$ cat src/rtl/clock_set_pkg.sv
// clock_set_pkg
// Shared definitions for the clock time-setting sequencer.
//  - state_t       : mode FSM encoding. The codes match the oSet field codes so that
//                    the state register drives oSet directly.
//  - FIELD_*       : oSet field codes seen by the FND mux.
//  - DEF_*         : default tick constants (all counted in 10 ms ticks).
package clock_set_pkg;

  typedef enum logic [1:0] {
    RUN      = 2'b00,
    SET_MIN  = 2'b01,
    SET_HOUR = 2'b10
  } state_t;

  localparam logic [1:0] FIELD_NONE = 2'b00;
  localparam logic [1:0] FIELD_MIN  = 2'b01;
  localparam logic [1:0] FIELD_HOUR = 2'b10;

  localparam int DEF_REPEAT_DLY = 50;    // 500 ms before auto-repeat starts
  localparam int DEF_REPEAT_PER = 10;    // 100 ms between repeats
  localparam int DEF_TIMEOUT    = 1000;  // 10 s of inactivity leaves set mode
  localparam int DEF_BLINK_HALF = 50;    // 500 ms blink half-period
  localparam int DEF_CNT_W      = 10;    // must hold DEF_TIMEOUT

endpackage

$ cat src/rtl/set_btn_repeat.sv
// set_btn_repeat
// Turns the debounced U/D button levels into single-clock up/down pulses.
// A rising edge gives one pulse; with CLOCK_SET_AUTOREPEAT_EN defined, holding exactly
// one of the two buttons also fires a pulse after REPEAT_DLY ticks and then every
// REPEAT_PER ticks. Pulses are combinational; the top registers them.
// Ports:
//  iClk, iRst      clock, asynchronous active-low reset
//  iTick           one-clock 10 ms strobe
//  iEnable         pulses allowed (set mode active); low also clears the repeat count
//  iClear          field change: restart the repeat count
//  iBtnU, iBtnD    debounced button levels, active-high
//  oUp, oDown      one-clock pulses, never both high
// Configuration macro: CLOCK_SET_AUTOREPEAT_EN (hold-to-repeat present when defined).
module set_btn_repeat #(
  parameter int CNT_W      = 10,
  parameter int REPEAT_DLY = 50,
  parameter int REPEAT_PER = 10
) (
  input  logic iClk,
  input  logic iRst,
  input  logic iTick,
  input  logic iEnable,
  input  logic iClear,
  input  logic iBtnU,
  input  logic iBtnD,
  output logic oUp,
  output logic oDown
);

  logic prevU, prevD;
  logic edgeU, edgeD;
  logic bothHeld;

  assign edgeU    = iBtnU & ~prevU;
  assign edgeD    = iBtnD & ~prevD;
  assign bothHeld = iBtnU & iBtnD;

  always_ff @(posedge iClk or negedge iRst) begin
    if (!iRst) begin
      prevU <= 1'b0;
      prevD <= 1'b0;
    end else begin
      prevU <= iBtnU;
      prevD <= iBtnD;
    end
  end

`ifdef CLOCK_SET_AUTOREPEAT_EN
  logic [CNT_W-1:0] repCnt;
  logic             oneHeld;
  logic             repFire;

  assign oneHeld = iBtnU ^ iBtnD;
  assign repFire = iEnable & oneHeld & iTick & (repCnt == CNT_W'(REPEAT_DLY - 1));

  // After the first repeat the count is rewound by REPEAT_PER, so subsequent
  // fires land every REPEAT_PER ticks on the same compare value.
  always_ff @(posedge iClk or negedge iRst) begin
    if (!iRst) begin
      repCnt <= '0;
    end else if (!iEnable || iClear || !oneHeld || edgeU || edgeD) begin
      repCnt <= '0;
    end else if (iTick) begin
      if (repCnt == CNT_W'(REPEAT_DLY - 1)) repCnt <= CNT_W'(REPEAT_DLY - REPEAT_PER);
      else                                   repCnt <= repCnt + 1'b1;
    end
  end

  assign oUp   = iEnable & ~bothHeld & (edgeU | (repFire & iBtnU));
  assign oDown = iEnable & ~bothHeld & (edgeD | (repFire & iBtnD));
`else
  // Without repeat the tick, clear and counter parameters have no function.
  localparam int unusedRepeatParams = CNT_W + REPEAT_DLY + REPEAT_PER;
  logic unusedRepeatIns;
  assign unusedRepeatIns = iTick ^ iClear;

  assign oUp   = iEnable & ~bothHeld & edgeU;
  assign oDown = iEnable & ~bothHeld & edgeD;
`endif

endmodule

$ cat src/rtl/clock_set_sequencer.sv
// clock_set_sequencer
// Sequences time-setting of the clock datapath: RUN/SET_HOUR/SET_MIN mode FSM,
// U/D buttons -> single-clock hour/minute up/down strobes (optional hold-to-repeat),
// inactivity timeout back to RUN, and a blink flag for the selected field.
// Ports:
//  iClk, iRst              clock, asynchronous active-low reset
//  iTick_10ms              one-clock strobe every 10 ms
//  iSet_En                 set mode allowed (level)
//  iBtn_U/D/L/R            debounced button levels, active-high
//  oHour_Up/Down           one-clock hour strobes (registered)
//  oMin_Up/Down            one-clock minute strobes (registered)
//  oSet                    2'b10 hour, 2'b01 minute, 2'b00 running; this is the FSM state
//  oBlink                  1 = selected field blanked (registered)
// Configuration macro: CLOCK_SET_AUTOREPEAT_EN (hold-to-repeat, see set_btn_repeat).
// Handshake: there is no valid/ready; every strobe is a single-cycle pulse that the
// datapath must consume in the cycle it is high.
module clock_set_sequencer
  import clock_set_pkg::*;
#(
  parameter int REPEAT_DLY = DEF_REPEAT_DLY,
  parameter int REPEAT_PER = DEF_REPEAT_PER,
  parameter int TIMEOUT    = DEF_TIMEOUT,
  parameter int BLINK_HALF = DEF_BLINK_HALF,
  parameter int CNT_W      = DEF_CNT_W
) (
  input  logic       iClk,
  input  logic       iRst,
  input  logic       iTick_10ms,
  input  logic       iSet_En,
  input  logic       iBtn_U,
  input  logic       iBtn_D,
  input  logic       iBtn_L,
  input  logic       iBtn_R,
  output logic       oHour_Up,
  output logic       oHour_Down,
  output logic       oMin_Up,
  output logic       oMin_Down,
  output logic [1:0] oSet,
  output logic       oBlink
);

  state_t           state, nextState;
  logic             prevL, prevR;
  logic             edgeL, edgeR;
  logic             inSet, setActive, anyHeld;
  logic             timeoutHit, fieldChange;
  logic             upPulse, downPulse, anyStrobe;
  logic [CNT_W-1:0] toCnt, toCntNext;
  logic [CNT_W-1:0] blinkCnt, blinkCntNext;
  logic             blinkNext;
  logic             hourUpNext, hourDownNext, minUpNext, minDownNext;

  assign edgeL      = iBtn_L & ~prevL;
  assign edgeR      = iBtn_R & ~prevR;
  assign inSet      = (state != RUN);
  assign setActive  = inSet & iSet_En;
  assign anyHeld    = iBtn_U | iBtn_D | iBtn_L | iBtn_R;
  // A held button keeps the timeout counter cleared, so a hit implies no button activity.
  assign timeoutHit = setActive & iTick_10ms & ~anyHeld & (toCnt == CNT_W'(TIMEOUT - 1));
  assign fieldChange = setActive & (nextState != state) & (nextState != RUN);

  // State register
  always_ff @(posedge iClk or negedge iRst) begin
    if (!iRst) state <= RUN;
    else       state <= nextState;
  end

  // Next-state logic: dropping iSet_En wins over everything else.
  always_comb begin
    nextState = state;
    case (state)
      RUN:      if (iSet_En) nextState = SET_HOUR;
      SET_HOUR: begin
        if (!iSet_En || timeoutHit) nextState = RUN;
        else if (edgeR && !edgeL)   nextState = SET_MIN;
      end
      SET_MIN:  begin
        if (!iSet_En || timeoutHit) nextState = RUN;
        else if (edgeL && !edgeR)   nextState = SET_HOUR;
      end
      default:  nextState = RUN;
    endcase
  end

  set_btn_repeat #(
    .CNT_W      (CNT_W),
    .REPEAT_DLY (REPEAT_DLY),
    .REPEAT_PER (REPEAT_PER)
  ) uBtnRepeat (
    .iClk    (iClk),
    .iRst    (iRst),
    .iTick   (iTick_10ms),
    .iEnable (setActive),
    .iClear  (fieldChange),
    .iBtnU   (iBtn_U),
    .iBtnD   (iBtn_D),
    .oUp     (upPulse),
    .oDown   (downPulse)
  );

  assign anyStrobe = upPulse | downPulse;

  // Output logic: next values of the registered outputs and counters.
  // Strobes are steered by the current state, so a same-cycle field move still edits
  // the field that was selected when the edge arrived.
  always_comb begin
    hourUpNext   = (state == SET_HOUR) & upPulse;
    hourDownNext = (state == SET_HOUR) & downPulse;
    minUpNext    = (state == SET_MIN)  & upPulse;
    minDownNext  = (state == SET_MIN)  & downPulse;

    toCntNext = toCnt;
    if (!setActive || anyHeld || timeoutHit) toCntNext = '0;
    else if (iTick_10ms)                     toCntNext = toCnt + 1'b1;

    blinkNext    = oBlink;
    blinkCntNext = blinkCnt;
    if (!inSet || nextState == RUN) begin
      blinkNext    = 1'b0;
      blinkCntNext = '0;
    end else if (anyStrobe || fieldChange) begin
      // Keep the field visible while it is being edited.
      blinkNext    = 1'b0;
      blinkCntNext = '0;
    end else if (iTick_10ms) begin
      if (blinkCnt == CNT_W'(BLINK_HALF - 1)) begin
        blinkNext    = ~oBlink;
        blinkCntNext = '0;
      end else begin
        blinkCntNext = blinkCnt + 1'b1;
      end
    end
  end

  always_ff @(posedge iClk or negedge iRst) begin
    if (!iRst) begin
      prevL      <= 1'b0;
      prevR      <= 1'b0;
      toCnt      <= '0;
      blinkCnt   <= '0;
      oBlink     <= 1'b0;
      oHour_Up   <= 1'b0;
      oHour_Down <= 1'b0;
      oMin_Up    <= 1'b0;
      oMin_Down  <= 1'b0;
    end else begin
      prevL      <= iBtn_L;
      prevR      <= iBtn_R;
      toCnt      <= toCntNext;
      blinkCnt   <= blinkCntNext;
      oBlink     <= blinkNext;
      oHour_Up   <= hourUpNext;
      oHour_Down <= hourDownNext;
      oMin_Up    <= minUpNext;
      oMin_Down  <= minDownNext;
    end
  end

  assign oSet = state;

endmodule

$ cat config.mk
export PLATFORM = sky130hd
export DESIGN_NAME = clock_set_sequencer
export DESIGN_NICKNAME = d
export VERILOG_FILES = /design/src/rtl/clock_set_pkg.sv /design/src/rtl/set_btn_repeat.sv /design/src/rtl/clock_set_sequencer.sv
export SDC_FILE = /design/constraint.sdc
export NUM_CORES = 1
export LEC_CHECK = 0
export ABC_AREA = 1
export CAP_MARGIN = 20
export CORE_UTILIZATION = 41
export CTS_CLUSTER_DIAMETER = 150
export CTS_CLUSTER_SIZE = 12
export DETAILED_ROUTE_END_ITERATION = 16
export PLACE_DENSITY_LB_ADDON = 0.05
export SYNTH_ARGS = -nofsm -noshare
export SYNTH_HDL_FRONTEND = slang
export SYNTH_HIERARCHICAL = 1
export SYNTH_SLANG_ARGS = --single-unit
$ cat constraint.sdc
create_clock -name iClk -period 2.17 [get_ports iClk]
set_input_delay 0.3255 -clock iClk [delete_from_list [all_inputs] [get_ports iClk]]
set_output_delay 0.3255 -clock iClk [all_outputs]
set_load 0.005 [all_outputs]
==> summary.md <==
| Metric | Value |
|---|---|
| Hold Buf Count CTS | `0` |
| Non-Filler Instances | `365` |
| Endpoints failing hold | `0` |
| Later-pin clock latency in the skew report | `0.28 ns` |
| CTS Buf Count | `5` |
| Post-route ant nets | `0` |
| Critical path capture point type | `register` |
| CTS tree | `done` |
| Detailed router's first-iteration violation count | `102` |
| # port buffers | `14` |
| Chip width | `72.1 um` |
| CP Data Required Time | `2.39 ns` |
| Core ar. | `4720 um2` |
| GRT Resource Usage Total | `0.180` |
| Max Fclk | `537 MHz` |
| Final setup skew | `0.00308 ns` |
| Root buffer cell | `clkbuf_8` |
| Pleak | `1.22 nW` |
| CP Class | `primary input to register` |
| Slew Limit Headroom | `0.730` |
| Max-cap viol count | `0` |
| Routed vias | `1,737` |
| Hold/Removal Path Class | `primary input to asynchronous set/reset pin` |
| Initial Utilization | `0.427` |
| IO Pins | `15` |
| Number of diodes | `0` |
| Reg area | `776 um2` |
| Mapped Avg Cell Area | `7.44 um2` |
| Die area | `5200 um2` |
| Design Power | `1.29 mW` |
| Routability cong. | `0.809` |
| Row cnt | `25` |
| Cell Area, Placed | `2280 um2` |
| Worst slew pin tran | `0.405 ns` |
| Syn nets | `282` |
| Post-DP HPWL | `3.04 mm` |
| Postcts setup bufs | `0` |
| Multi-input gate area | `1000 um2` |
| Share of cells above drive strength 1 | `0.151` |
| Clk buf depth | `2` |
| Post-Place Cells | `357` |
| Worst VDD drop | `0.000249 V` |
| Clock transition at path regs | `0.07 ns` |
| PwrDens | `546 nW/um2` |
| # fillers | `476` |
| Crit path max fanout | `10` |
| Nets | `308` |
| Tcrit/Tclk final | `0.859` |
| TritonCTS Sinks | `31` |
| Synthesized area | `2020 um2` |
| Crit path launch type | `primary input` |
| DR DRC count | `0` |
| Post-Route Setup TNS | `0 ns` |
| YS warnings | `6` |
| Initial antenna violation count | `0` |
| Final Instance Area | `2360 um2` |
| Area Growth Syn to Fin | `17.2%` |
| WL per Instance | `11.5 um` |
| Vias in the first global route | `1,601` |
| H-Tree Depth | `2` |
| Fin. max-slew vios | `0` |
| Die Ht | `72.1 um` |
| PostCTS Resize Cnt | `0` |
| Min Clock Period, post-route | `1.86 ns` |
| Post-Route WL | `4.18 mm` |
| First-pass GRT wire length | `7.34 mm` |
| Post-DR vias/cell | `4.76` |
| Largest net degree at the start of global routing | `32` |
| Grt ovf | `0` |
| Final setup violation count | `0` |
| Pre-Repair DR Iteration Count | `4` |
| RSZ-0062 raised after global routing | `no` |
| Crit path arrival time | `2.08 ns` |
| Status | `finished clean` |
| Gate Count Post-Synth | `271` |
sequential cells by signal, indices dropped and copies added, names as in the netlist:
name              cells
oHour_Up              1
oBlink                1
prevR                 1
oSet                  2
toCnt                10
prevL                 1
blinkCnt             10
uBtnRepeat/prevD      1
oMin_Up               1
uBtnRepeat/prevU      1
oHour_Down            1
oMin_Down             1
area by class of cell:
cell class	count	share of cell area
clock buffer	5	0.0291
clock inverter	3	0.00636
inverter	51	0.0810
multi-input combinational	184	0.423
sequential	31	0.328
tap	67	0.0355
timing repair buffer	24	0.0964
layer usage:
layer,track usage,share of wire,vias up
met5,0,0,-
met4,0.0523,0.010,0
met3,0.0417,0.033,4
met2,0.287,0.45,28
met1,0.243,0.51,800
li1,-,-,905
path summary, 6_finish.rpt:
check | startpoint | end | slack, ns | depth (start not counted)
max | iBtn_L | blinkCnt[1] | 0.31 | 12
min | iRst | uBtnRepeat/prevU | 0.45 | 2
max reg2reg | toCnt[0] | blinkCnt[1] | 0.34 | 15
min reg2reg | toCnt[9] | toCnt[9] | 0.54 | 2
max in group asynchronous | iRst | blinkCnt[9] | 1.43 | 2
min in group iClk | toCnt[9] | toCnt[9] | 0.54 | 2
critical path, cell delays in order:
cell and delay, ns:
clkdlybuf4s50_1 0.51, nand2_1 0.10, nor2_1 0.16, nand2_1 0.06, nand2_1 0.12, nand3_4 0.11, nand3_2 0.08, nand2_2 0.07
nor2_2 0.15, buf_4 0.21, nand4_1 0.12, nand2_1 0.08
report_power, final:
part	total, mW	leakage, nW	switching (mW)	internal [mW]
Combinational	0.239	0.749	0.148	0.0907
Clock	0.440	0.0477	0.221	0.219
Sequential	0.610	0.420	0.0172	0.593
Total	1.29	1.22	0.386	0.903
cell usage in the layout, fill, tap and decap left out, types with 6 or more instances in the layout:
| master | n |
|---|---|
| buf_4 | 9 |
| clkdlybuf4s50_1 | 14 |
| dfrtp_1 | 31 |
| inv_1 | 46 |
| nand2_1 | 61 |
| nand3_1 | 12 |
| nand4_1 | 21 |
| nor2_1 | 36 |
| o21ai_0 | 7 |
| xor2_1 | 6 |
per-stage QoR:
| stage | setup slack [ns] | utilization | hold WS [ns] |
|---|---|---|---|
| 4_1_cts | 0.306 | 0.500 | 0.458 |
| 6_report | 0.306 | 0.500 | 0.446 |
| 3_3_place_gp | 0.0250 | 0.482 | 0.526 |
| 3_5_place_dp | 0.0294 | 0.482 | 0.532 |
| 5_1_grt | 0.101 | 0.500 | 0.493 |
| 2_1_floorplan | 0.521 | - | 0.0299 |
(Power assumes the default switching activity.)
